### src/rtl/spi_pkg.sv
// Shared types and helpers for the SPI shift-register transfer engine.
package spi_pkg;

  typedef enum logic [1:0] {
    ST_IDLE,
    ST_SHIFT,
    ST_DONE
  } state_e;

  localparam int unsigned DATA_W_MIN = 8;
  localparam int unsigned DATA_W_MAX = 128;
  // Wide enough to hold N = DATA_W_MAX.
  localparam int unsigned N_W = 8;

  // A zero length field encodes a full-width character.
  function automatic logic [N_W-1:0] len_to_n(input logic [N_W-1:0] len,
                                             input logic [N_W-1:0] data_w);
    return (len == '0) ? data_w : len;
  endfunction

  function automatic bit data_w_legal(input int unsigned w);
    return (w >= DATA_W_MIN) && (w <= DATA_W_MAX) && ((w % 8) == 0);
  endfunction

endpackage

### src/rtl/spi_shift_xfer_if.sv
// Parallel/serial bus of the SPI shift engine. loop_en exists only when
// SPI_SHIFT_LOOPBACK_EN is defined.
interface spi_shift_xfer_if #(
  parameter int DATA_W = 32,
  parameter int LEN_W  = $clog2(DATA_W)
);
  logic              go;
  logic [LEN_W-1:0]  len;
  logic              lsb;
  logic              tx_negedge;
  logic              rx_negedge;
  logic              pos_edge;
  logic              neg_edge;
  logic              miso;
  logic              wr;
  logic [DATA_W/8-1:0] byte_sel;
  logic [DATA_W-1:0] p_in;
  logic [DATA_W-1:0] p_out;
  logic              mosi;
  logic              tip;
  logic              last;
  logic              done;
`ifdef SPI_SHIFT_LOOPBACK_EN
  logic              loop_en;
`endif

  modport master (
    output go, len, lsb, tx_negedge, rx_negedge, pos_edge, neg_edge, miso,
    output wr, byte_sel, p_in,
`ifdef SPI_SHIFT_LOOPBACK_EN
    output loop_en,
`endif
    input  p_out, mosi, tip, last, done
  );

  modport slave (
    input  go, len, lsb, tx_negedge, rx_negedge, pos_edge, neg_edge, miso,
    input  wr, byte_sel, p_in,
`ifdef SPI_SHIFT_LOOPBACK_EN
    input  loop_en,
`endif
    output p_out, mosi, tip, last, done
  );
endinterface

### src/rtl/spi_bit_ctr.sv
// Loadable bit down-counter; remembers the loaded length so it can turn the
// count into a bit index for either shift order.
module spi_bit_ctr #(
  parameter int CW    = 6,
  parameter int IDX_W = 5
) (
  input  logic             clk_i,
  input  logic             rst_i,
  input  logic             load_i,
  input  logic             dec_i,
  input  logic             lsb_i,
  input  logic [CW-1:0]    n_i,
  output logic             zero_o,
  output logic [IDX_W-1:0] idx_o
);
  logic [CW-1:0] cnt_q;
  logic [CW-1:0] n_q;

  always_ff @(posedge clk_i) begin
    if (rst_i) begin
      cnt_q <= '0;
      n_q   <= '0;
    end else if (load_i) begin
      cnt_q <= n_i;
      n_q   <= n_i;
    end else if (dec_i && !zero_o) begin
      cnt_q <= cnt_q - CW'(1);
    end
  end

  assign zero_o = (cnt_q == '0);
  // MSB-first walks down from N-1; LSB-first walks up from 0.
  assign idx_o  = lsb_i ? IDX_W'(n_q - cnt_q) : IDX_W'(cnt_q - CW'(1));

endmodule

### src/rtl/spi_shift_xfer.sv
// SPI shift-register transfer engine (IDLE/SHIFT/DONE). Define
// SPI_SHIFT_LOOPBACK_EN to add loop_en, which samples the registered mosi.
module spi_shift_xfer
  import spi_pkg::*;
#(
  parameter int DATA_W = 32,
  parameter int LEN_W  = $clog2(DATA_W)
) (
  input logic             wb_clk,
  input logic             wb_reset,
  spi_shift_xfer_if.slave bus
);
  localparam int CW = LEN_W + 1;

  state_e            state_q;
  logic [DATA_W-1:0] data_q, data_d;
  logic              mosi_q, tip_q, done_q;
  logic              lsb_q, tx_neg_q, rx_neg_q;

  logic              start;
  logic              tx_stb, rx_stb, tx_fire, rx_fire;
  logic              tx_zero, rx_zero, rx_src;
  logic [LEN_W-1:0]  tx_idx, rx_idx;
  logic [CW-1:0]     n_load;

  assign start   = (state_q == ST_IDLE) && bus.go;
  assign n_load  = CW'(len_to_n(N_W'(bus.len), N_W'(DATA_W)));
  assign tx_stb  = tx_neg_q ? bus.neg_edge : bus.pos_edge;
  assign rx_stb  = rx_neg_q ? bus.neg_edge : bus.pos_edge;
  assign tx_fire = (state_q == ST_SHIFT) && tx_stb && !tx_zero;
  assign rx_fire = (state_q == ST_SHIFT) && rx_stb && !rx_zero;

`ifdef SPI_SHIFT_LOOPBACK_EN
  assign rx_src = bus.loop_en ? mosi_q : bus.miso;
`else
  assign rx_src = bus.miso;
`endif

  spi_bit_ctr #(.CW(CW), .IDX_W(LEN_W)) u_tx_ctr (
    .clk_i  (wb_clk),
    .rst_i  (wb_reset),
    .load_i (start),
    .dec_i  (tx_fire),
    .lsb_i  (lsb_q),
    .n_i    (n_load),
    .zero_o (tx_zero),
    .idx_o  (tx_idx)
  );

  spi_bit_ctr #(.CW(CW), .IDX_W(LEN_W)) u_rx_ctr (
    .clk_i  (wb_clk),
    .rst_i  (wb_reset),
    .load_i (start),
    .dec_i  (rx_fire),
    .lsb_i  (lsb_q),
    .n_i    (n_load),
    .zero_o (rx_zero),
    .idx_o  (rx_idx)
  );

  // Byte-enabled parallel write, applied only while idle.
  always_comb begin
    // NOTE: default assignment first so no path leaves data_d unassigned (no latch).
    data_d = data_q;
    if (bus.wr) begin
      for (int k = 0; k < DATA_W/8; k++) begin
        if (bus.byte_sel[k]) data_d[8*k +: 8] = bus.p_in[8*k +: 8];
      end
    end
  end

  // NOTE: non-blocking assignments so every register sees pre-edge values.
  always_ff @(posedge wb_clk) begin
    if (wb_reset) begin
      // NOTE: data_q is a flat register, not a RAM, so it is cleared here too.
      state_q  <= ST_IDLE;
      data_q   <= '0;
      mosi_q   <= 1'b0;
      tip_q    <= 1'b0;
      done_q   <= 1'b0;
      lsb_q    <= 1'b0;
      tx_neg_q <= 1'b0;
      rx_neg_q <= 1'b0;
    end else begin
      unique case (state_q)
        ST_IDLE: begin
          done_q <= 1'b0;
          data_q <= data_d;
          if (bus.go) begin
            state_q  <= ST_SHIFT;
            tip_q    <= 1'b1;
            lsb_q    <= bus.lsb;
            tx_neg_q <= bus.tx_negedge;
            rx_neg_q <= bus.rx_negedge;
          end
        end
        ST_SHIFT: begin
          // A coincident rx write does not disturb the bit being driven.
          if (tx_fire) mosi_q <= data_q[tx_idx];
          if (rx_fire) data_q[rx_idx] <= rx_src;
          if (rx_zero) begin
            state_q <= ST_DONE;
            tip_q   <= 1'b0;
            done_q  <= 1'b1;
          end
        end
        ST_DONE: begin
          done_q  <= 1'b0;
          state_q <= ST_IDLE;
        end
        default: state_q <= ST_IDLE;
      endcase
    end
  end

  assign bus.p_out = data_q;
  assign bus.mosi  = mosi_q;
  assign bus.tip   = tip_q;
  assign bus.done  = done_q;
  assign bus.last  = tip_q && tx_zero;

endmodule

### src/flat_wrapper.sv
// flat-port wrapper written by rule: the top's interface ports become plain ports
module spi_shift_xfer_flat import spi_pkg::*;
#(
  parameter int DATA_W = 32,
  parameter int LEN_W  = $clog2(DATA_W)
)
  (wb_clk, wb_reset, bus_go, bus_len, bus_lsb, bus_tx_negedge, bus_rx_negedge, bus_pos_edge, bus_neg_edge, bus_miso, bus_wr, bus_byte_sel, bus_p_in, bus_p_out, bus_mosi, bus_tip, bus_last, bus_done);
  spi_shift_xfer_if #(.DATA_W(DATA_W), .LEN_W(LEN_W)) bus_i ();
  input logic wb_clk;
  input logic wb_reset;
  input wire logic [$bits(bus_i.go)-1:0] bus_go;
  input wire logic [$bits(bus_i.len)-1:0] bus_len;
  input wire logic [$bits(bus_i.lsb)-1:0] bus_lsb;
  input wire logic [$bits(bus_i.tx_negedge)-1:0] bus_tx_negedge;
  input wire logic [$bits(bus_i.rx_negedge)-1:0] bus_rx_negedge;
  input wire logic [$bits(bus_i.pos_edge)-1:0] bus_pos_edge;
  input wire logic [$bits(bus_i.neg_edge)-1:0] bus_neg_edge;
  input wire logic [$bits(bus_i.miso)-1:0] bus_miso;
  input wire logic [$bits(bus_i.wr)-1:0] bus_wr;
  input wire logic [$bits(bus_i.byte_sel)-1:0] bus_byte_sel;
  input wire logic [$bits(bus_i.p_in)-1:0] bus_p_in;
  output wire logic [$bits(bus_i.p_out)-1:0] bus_p_out;
  output wire logic [$bits(bus_i.mosi)-1:0] bus_mosi;
  output wire logic [$bits(bus_i.tip)-1:0] bus_tip;
  output wire logic [$bits(bus_i.last)-1:0] bus_last;
  output wire logic [$bits(bus_i.done)-1:0] bus_done;
  assign bus_i.go = bus_go;
  assign bus_i.len = bus_len;
  assign bus_i.lsb = bus_lsb;
  assign bus_i.tx_negedge = bus_tx_negedge;
  assign bus_i.rx_negedge = bus_rx_negedge;
  assign bus_i.pos_edge = bus_pos_edge;
  assign bus_i.neg_edge = bus_neg_edge;
  assign bus_i.miso = bus_miso;
  assign bus_i.wr = bus_wr;
  assign bus_i.byte_sel = bus_byte_sel;
  assign bus_i.p_in = bus_p_in;
  assign bus_p_out = bus_i.p_out;
  assign bus_mosi = bus_i.mosi;
  assign bus_tip = bus_i.tip;
  assign bus_last = bus_i.last;
  assign bus_done = bus_i.done;
  spi_shift_xfer #(.DATA_W(DATA_W), .LEN_W(LEN_W)) u_core (.wb_clk(wb_clk), .wb_reset(wb_reset), .bus(bus_i));
endmodule
### config.mk
export PLATFORM = sky130hd
export DESIGN_NAME = spi_shift_xfer_flat
export DESIGN_NICKNAME = d
export VERILOG_FILES = /design/src/rtl/spi_pkg.sv /design/src/rtl/spi_shift_xfer_if.sv /design/src/rtl/spi_bit_ctr.sv /design/src/rtl/spi_shift_xfer.sv /design/src/flat_wrapper.sv
export SDC_FILE = /design/constraint.sdc
export NUM_CORES = 1
export LEC_CHECK = 0
export ABC_AREA = 1
export CAP_MARGIN = 5
export CELL_PAD_IN_SITES_DETAIL_PLACEMENT = 1
export CELL_PAD_IN_SITES_GLOBAL_PLACEMENT = 1
export CORE_UTILIZATION = 33
export DETAILED_ROUTE_END_ITERATION = 7
export GPL_TIMING_DRIVEN = 0
export PLACE_DENSITY_LB_ADDON = 0.1
export SKIP_CTS_REPAIR_TIMING = 1
export SYNTH_ARGS = -nofsm -noshare
export SYNTH_HDL_FRONTEND = slang
export SYNTH_HIERARCHICAL = 1
export SYNTH_SLANG_ARGS = --single-unit
### constraint.sdc
create_clock -name wb_clk -period 2.6 [get_ports wb_clk]
set_input_delay 0.52 -clock wb_clk [delete_from_list [all_inputs] [get_ports wb_clk]]
set_output_delay 0.52 -clock wb_clk [all_outputs]
set_load 0.005 [all_outputs]
## Word level (Yosys, flattened, before mapping)

Index checks and enable logic that the tools add are counted.

| word-level totals | value |
|---|---|
| output and inout bits | 36 |
| register bits | 57 |
| word-level logic and storage cells | 89 |
| bits of input ports | 51 |

| cells by class | value |
|---|---|
| magnitude comparators | 3 |
| add/subtract/negate cells | 4 |
| reduce and logical (&&, ||, !) cells | 29 |
| mux-type cells | 29 |
| equality and inequality tests | 10 |

Operators by type and width:

| kind | count |
|---|---|
| 32-bit two-way mux | 2 |
| 32-bit case mux with 2 select lines | 1 |
| 32-bit bitwise mux | 1 |
| 8-bit two-way mux | 4 |
| 6-bit two-way mux | 5 |
| 4-bit AND reduction | 4 |
| 2-bit inequality test (second input constant) | 7 |
| 6-bit zero test | 2 |
| 5-bit by 6-bit < comparator with 1-bit output (second input constant) | 2 |
| 6-bit by 1-bit subtractor with 6-bit output (second input constant) | 2 |
| 5-bit two-way mux | 2 |
| 5-bit subtractor | 2 |
| 1-bit logical AND | 9 |
| 2-bit AND reduction | 4 |
| 2-bit nonzero test | 4 |
| 1-bit two-way mux | 7 |
| 1-bit binary-select mux with 5-bit select | 1 |
| 1-bit demux with 5-bit select | 1 |
| 5-bit by 1-bit greater-or-equal comparator with 1-bit output (second input constant) | 1 |
| 5-bit zero test | 1 |
| 2-bit two-way mux | 2 |
| 1-bit case mux with 2 select lines | 2 |
| 2-bit case mux with 2 select lines | 1 |
| 3-bit AND reduction | 1 |
| 6 further kinds | 7 |

## Logic depth before layout (Yosys ltp)

| logic depth | value |
|---|---|
| depth after elaboration | 9 |
| gate-level depth with buffers | 18 |
| gate-level depth less buffers | 18 |

## Hierarchy

Netlist, hierarchy kept.

By module, submodules not included:

| module | seq. area each (um^2) | instances | cells each | area each (um^2) |
|---|---|---|---|---|
| spi_shift_xfer | 800.8 | 1 | 451 | 2816.5 |
| spi_bit_ctr | 220.2 | 2 | 125 | 807.0 |

## Worst setup path after synthesis

OpenSTA, ideal clock, no wires.

| timing path | value |
|---|---|
| path type | register -> register |
| start point | register u_core.u_rx_ctr.cnt_q[0] |
| end point | register u_core.data_q[28] (netlist: u_core/bus.p_out[28]) |
| setup time | 68 ps |
| clock period less this slack | 2483 ps |
| path slack | 117 ps |
| cell stages (with the launch flop) | 17 |
| arrival | 2415 ps |
| buffers on the path | 0 |
| data required time | 2532 ps |
| cells stage by stage | dfxtp_1 > ha_1 > inv_1 > fa_1 > nand2_1 > nand2_1 > a21oi_1 > nand2_1 > nand2_1 > nor2_1 > nor2_1 > inv_2 > nor3_1 > nand2_1 > o21ai_0 > nand3_2 > a21oi_2 |

| on the way | value |
|---|---|
| word-level cells in the longest chain between the ends | 9 |
| elaborated cells between the ends (all ways) | 16 |
| classes of those cells | add/sub (2); order compare (2); eq/ne (1); mux (6); reduce/logical (5) |

RTL lines:

| what | line | RTL |
|---|---|---|
| start, declared | spi_bit_ctr.sv:16 | `logic [CW-1:0] cnt_q;` |
| start signal, assigned | spi_bit_ctr.sv:24 | `cnt_q <= n_i;` |
| start signal, assigned | spi_bit_ctr.sv:27 | `cnt_q <= cnt_q - CW'(1);` |
| 6-bit by 1-bit subtractor with 6-bit output / 5-bit subtractor (equally long branches) | spi_bit_ctr.sv:33 | `assign idx_o = lsb_i ? IDX_W'(n_q - cnt_q) : IDX_W'(cnt_q - CW'(1));` |
| 5-bit two-way mux * | spi_bit_ctr.sv:33 |  |
| via u_core.rx_idx[4] | spi_shift_xfer.sv:23 | `logic [LEN_W-1:0] tx_idx, rx_idx;` |
| 5-bit by 6-bit < comparator with 1-bit output (implied by the code) / 5-bit by 1-bit greater-or-equal comparator with 1-bit output (equally long branches) | spi_shift_xfer.sv:100 | `if (rx_fire) data_q[rx_idx] <= rx_src;` |
| 1-bit logical AND (implied by the code) | spi_shift_xfer.sv:100 |  |
| 1-bit two-way mux (implied by the code) | spi_shift_xfer.sv:100 |  |
| 1-bit demux with 5-bit select * | -- |  |
| 32-bit bitwise mux * | spi_shift_xfer.sv:100 |  |
| 32-bit two-way mux * | spi_shift_xfer.sv:100 |  |
| 32-bit case mux with 2 select lines * | spi_shift_xfer.sv:85 | `unique case (state_q)` |
| end signal, assigned | spi_shift_xfer.sv:88 | `data_q <= data_d;` |
| end signal, assigned by index | spi_shift_xfer.sv:100 |  |
| end, declared | spi_shift_xfer.sv:16 | `logic [DATA_W-1:0] data_q, data_d;` |

The timed path passes the listed nets; every way through them passes the cells marked *. The select of a mux whose other input is x is not followed.
A chain may end at the register's enable or synchronous reset.

## Final worst setup path

| timing path | value |
|---|---|
| start point | register u_core.u_rx_ctr.n_q[0] |
| end point | register u_core.data_q[12] (netlist: u_core/bus.p_out[12]) |

| on the way | value |
|---|---|
| word-level cells in the longest chain between the ends | 9 |
| elaborated cells between the ends (all ways) | 10 |
| classes of those cells | add/sub (1); order compare (2); mux (6); reduce/logical (1) |

RTL lines:

| what | line | RTL |
|---|---|---|
| start, declared | spi_bit_ctr.sv:17 | `logic [CW-1:0] n_q;` |
| start signal, assigned | spi_bit_ctr.sv:25 | `n_q <= n_i;` |
| 5-bit subtractor * | spi_bit_ctr.sv:33 |  |
| 5-bit two-way mux * | spi_bit_ctr.sv:33 |  |
| via u_core.rx_idx[1] | spi_shift_xfer.sv:23 |  |
| 5-bit by 6-bit < comparator with 1-bit output (implied by the code) / 5-bit by 1-bit greater-or-equal comparator with 1-bit output (equally long branches) | spi_shift_xfer.sv:100 |  |
| 1-bit logical AND (implied by the code) | spi_shift_xfer.sv:100 |  |
| 1-bit two-way mux (implied by the code) | spi_shift_xfer.sv:100 |  |
| 1-bit demux with 5-bit select * | -- |  |
| 32-bit bitwise mux * | spi_shift_xfer.sv:100 |  |
| 32-bit two-way mux * | spi_shift_xfer.sv:100 |  |
| 32-bit case mux with 2 select lines * | spi_shift_xfer.sv:85 |  |

Marks and branches as above.

==> results.py <==
metrics = {
    "outcome": {
        "status": "finished with violations",
        "violations": "setup timing",
    },
    "sta": {
        "slew_headroom_pct": 45.9,
        "max_slew.worst_pin.slew_ns": 0.812,
        "rsz0062_at_grt": "yes",
        "setup_viol_count_final": 9,
        "fmax_mhz": 361,
        "fin_worst_skew_ns": 0.00791,
        "min_period_ns": 2.77,
        "slew_viol_final": 0,
        "fin_tns_setup_ns": -0.678,
        "hold_viol": 0,
        "postLayoutSetupSlackWorst_ns": -0.173,
        "timing.final.crit_share_pct": 107,
    },
    "synth": {
        "synth.most_common_cell": "nand2_1",
        "yosys_most_used_dff": "dfxtp_1",
        "ys_types": 35,
        "yosys_warnings": 6,
        "async_flop_share_pct": 0,
        "synth-compound-area-share_pct": 18.8,
        "synth_top_family_by_area": "simple AND/OR/NAND/NOR gates",
        "synthMuxAreaShare_pct": 0.226,
        "yosysTopAreaCell": "dfxtp_1",
        "synth-seq-area-share_pct": 28.0,
        "synth_xor_area_share_pct": 0.791,
        "syn_nets": 766,
        "synth_enable_flop_cells": 0,
        "ys_ff_latch": 62,
        "synth_top_cell_area_share_pct": 28.0,
        "syn_area_per_cell_um2": 6.32,
        "yosys.area_share.simple_pct": 38.3,
        "netlist_top_cells_area": "dfxtp_1 28%, nand2_1 17%, nor2_1 7.0%, o21ai_0 6.1%, nand3_1 5.5%",
        "synth_fa_ha_area_share_pct": 4.29,
        "synth_commonest_cells": "199 x nand2_1, 83 x nor2_1, 62 x dfxtp_1",
        "netlist_instances": 701,
        "netlist_area_mm2": 0.00443,
    },
    "die": {
        "rows": 41,
        "die_y_um": 118,
        "die_w_um": 118,
        "die_area_mm2": 0.0139,
        "coreArea_mm2": 0.0129,
        "initial_utilization_pct": 34.4,
        "ios": 87,
    },
    "worst_setup_path": {
        "crit_arrival_ns": 3.04,
        "cp_slowest_stage_delay_ns": 0.55,
        "r2r_cells": 13,
        "end_kind": "register",
        "cpMaxStageDelayCell": "nor2_2",
        "worstPathRequired_ns": 2.87,
        "cp_max_fo": 6,
        "critPathKind": "reg2reg",
        "start_kind": "register",
        "crit_chain": "inv_2, ha_4, inv_4, fa_2, nand2_1, o21ai_0, nor2_2, inv_1, nor2_1, inv_1, o21ai_0, a211oi_1, nor2_1",
    },
    "clock_tree": {
        "tritoncts": "yes",
        "ctsRootBufferMaster": "clkbuf_16",
        "cts-htree-levels": 3,
        "numCtsBuffers": 9,
        "clk-insertion-delay-late_ns": 0.34,
        "cts_buffer_depth": 2,
        "path_clk_slew_ns": 0.05,
        "clock_sinks": 62,
    },
    "place": {
        "place_ws_ns": -0.619,
        "place_inst": 958,
        "port_buffers": 85,
        "place_hpwl_mm": 13.0,
        "post_dp_cell_area_mm2": 0.00550,
        "gp_congestion": 0.901,
    },
    "grt": {
        "grt_pass1_wl_mm": 26.7,
        "grt_max_degree": 11,
        "grt_pass1_vias": 5234,
        "antenna_found_initial": 0,
        "overflow": 0,
        "track_usage_pct": 24.6,
    },
    "drt": {
        "routedWlPerCell_um": 17.8,
        "dr_total_vias": 5195,
        "drt-initial-drc-count": 267,
        "route.detailed.drc": 0,
        "wirelength_mm": 17.5,
        "viasPerCell": 5.26,
        "ant_nets": 0,
        "drt-pass1-iter-count": 4,
    },
    "final_layout": {
        "final_area_mm2": 0.00626,
        "final_nets": 875,
        "syn2layout_area_growth_pct": 41.3,
        "drive_gt1_share_pct": 21.7,
        "final_cells": 987,
        "n_antenna_cell": 0,
    },
    "pwr": {
        "swShare_pct": 42.9,
        "p_clk_share_pct": 24.9,
        "p_int_mw": 2.56,
        "combPwrFrac_pct": 48.9,
        "power_switching_mw": 1.92,
        "p_total_mw": 4.48,
        "leakagePower_nw": 2.54,
        "pwr-share-seq_pct": 26.2,
        "power.density_mw_per_mm2": 715,
        "ir_worst_vdd_mv": 0.318,
    },
    "hold_path": {
        "hold_class": "in2reg",
        "holdPathStages": 2,
    },
    "flow_run": {
        "cap_violations": 0,
    },
}
## final timing paths
kind	start	to	slack (ns)
worst max-delay path	u_core/u_rx_ctr/n_q[0]	u_core/bus.p_out[12]	-0.17
worst min register to register	u_core/rx_neg_q	u_core/rx_neg_q	0.46
worst min-delay path	wb_reset	u_core/u_rx_ctr/cnt_q[0]	0.41
worst max register to register	u_core/u_rx_ctr/n_q[0]	u_core/bus.p_out[12]	-0.17
## state kept, by name, indices dropped and copies added (netlist names)
name                   flops
u_core/bus.p_out          32
u_core/u_rx_ctr/cnt_q      6
u_core/u_tx_ctr/cnt_q      6
u_core/u_rx_ctr/n_q        5
u_core/u_tx_ctr/n_q        5
u_core/state_q             2
u_core/bus.done            1
u_core/bus.mosi            1
u_core/bus.tip             1
u_core/lsb_q               1
u_core/rx_neg_q            1
u_core/tx_neg_q            1
## layout make-up
class	count	area, um^2
Fill cell	1683	6620
Sequential cell	62	1250
Inverter	61	244
Clock inverter	1	5.00
Multi-Input combinational cell	544	3120
Tap cell	172	215
Timing Repair Buffer	98	972
Clock buffer	15	258
Buffer	34	203
## power by group through the flow
| stage | sequential [mW] | clock [mW] | combinational (mW) |
|---|---|---|---|
| 2_1_floorplan | 1.16 | 0 | 1.12 |
| 3_3_place_gp | 1.19 | 0 | 1.69 |
| 3_5_place_dp | 1.19 | 0 | 1.76 |
| 4_1_cts | 1.17 | 1.14 | 1.77 |
| 5_1_grt | 1.19 | 1.18 | 2.36 |
| 6_report | 1.17 | 1.11 | 2.19 |
## worst max-delay path, delay by kind of cell, from the launching register on
kind / cells / cell delay (ns)
buf+inv: 4 / 0.41
simple gates: 4 / 0.97
flops: 1 / 0.33
fa+ha+maj: 2 / 0.58
compound gates: 3 / 0.42
## cell families (layout without fill, tap and decap cells)
group | count (synthesis) | in the layout
simple gates | 377 | 377
flops | 62 | 62
mux | 1 | 1
compound gates | 148 | 148
fa+ha+maj | 14 | 14
buf+inv | 95 | 209
xor+xnor | 4 | 4
## per-layer routing
| metal | GRT usage [%] | wire (um) | up-vias |
|---|---|---|---|
| met2 | 41.3 | 8640 | 124 |
| met1 | 31.4 | 7870 | 2531 |
| li1 | - | - | 2515 |
| met3 | 3.29 | 696 | 25 |
| met4 | 10.3 | 329 | 0 |
| met5 | 0 | 0 | - |
## through the flow
| step | utilization, % | hold slack, ns |
|---|---|---|
| 2_1_floorplan | - | 0.436 |
| 3_3_place_gp | 42.7 | 0.445 |
| 3_5_place_dp | 42.7 | 0.453 |
| 4_1_cts | 44.7 | 0.417 |
| 5_1_grt | 48.6 | 0.435 |
| 6_report | 48.6 | 0.412 |
## cells in the final DEF (no fill, tap or decap), drive strengths merged
cell type	count
o21ai	69
clkinvlp	2
a211oi	12
nor3b	1
nand2	210
nor3	6
ha	12
nor2	87
o31ai	4
mux2i	1
nand4	6
nand3b	6
a21oi	60
fa	2
clkbuf	30
o22ai	2
o21a	1
clkdlybuf4s50	85
xnor2	4
clkinv	1
dfxtp	62
inv	59
buf	32
nand3	61
Power figures use the tool's default switching activity.
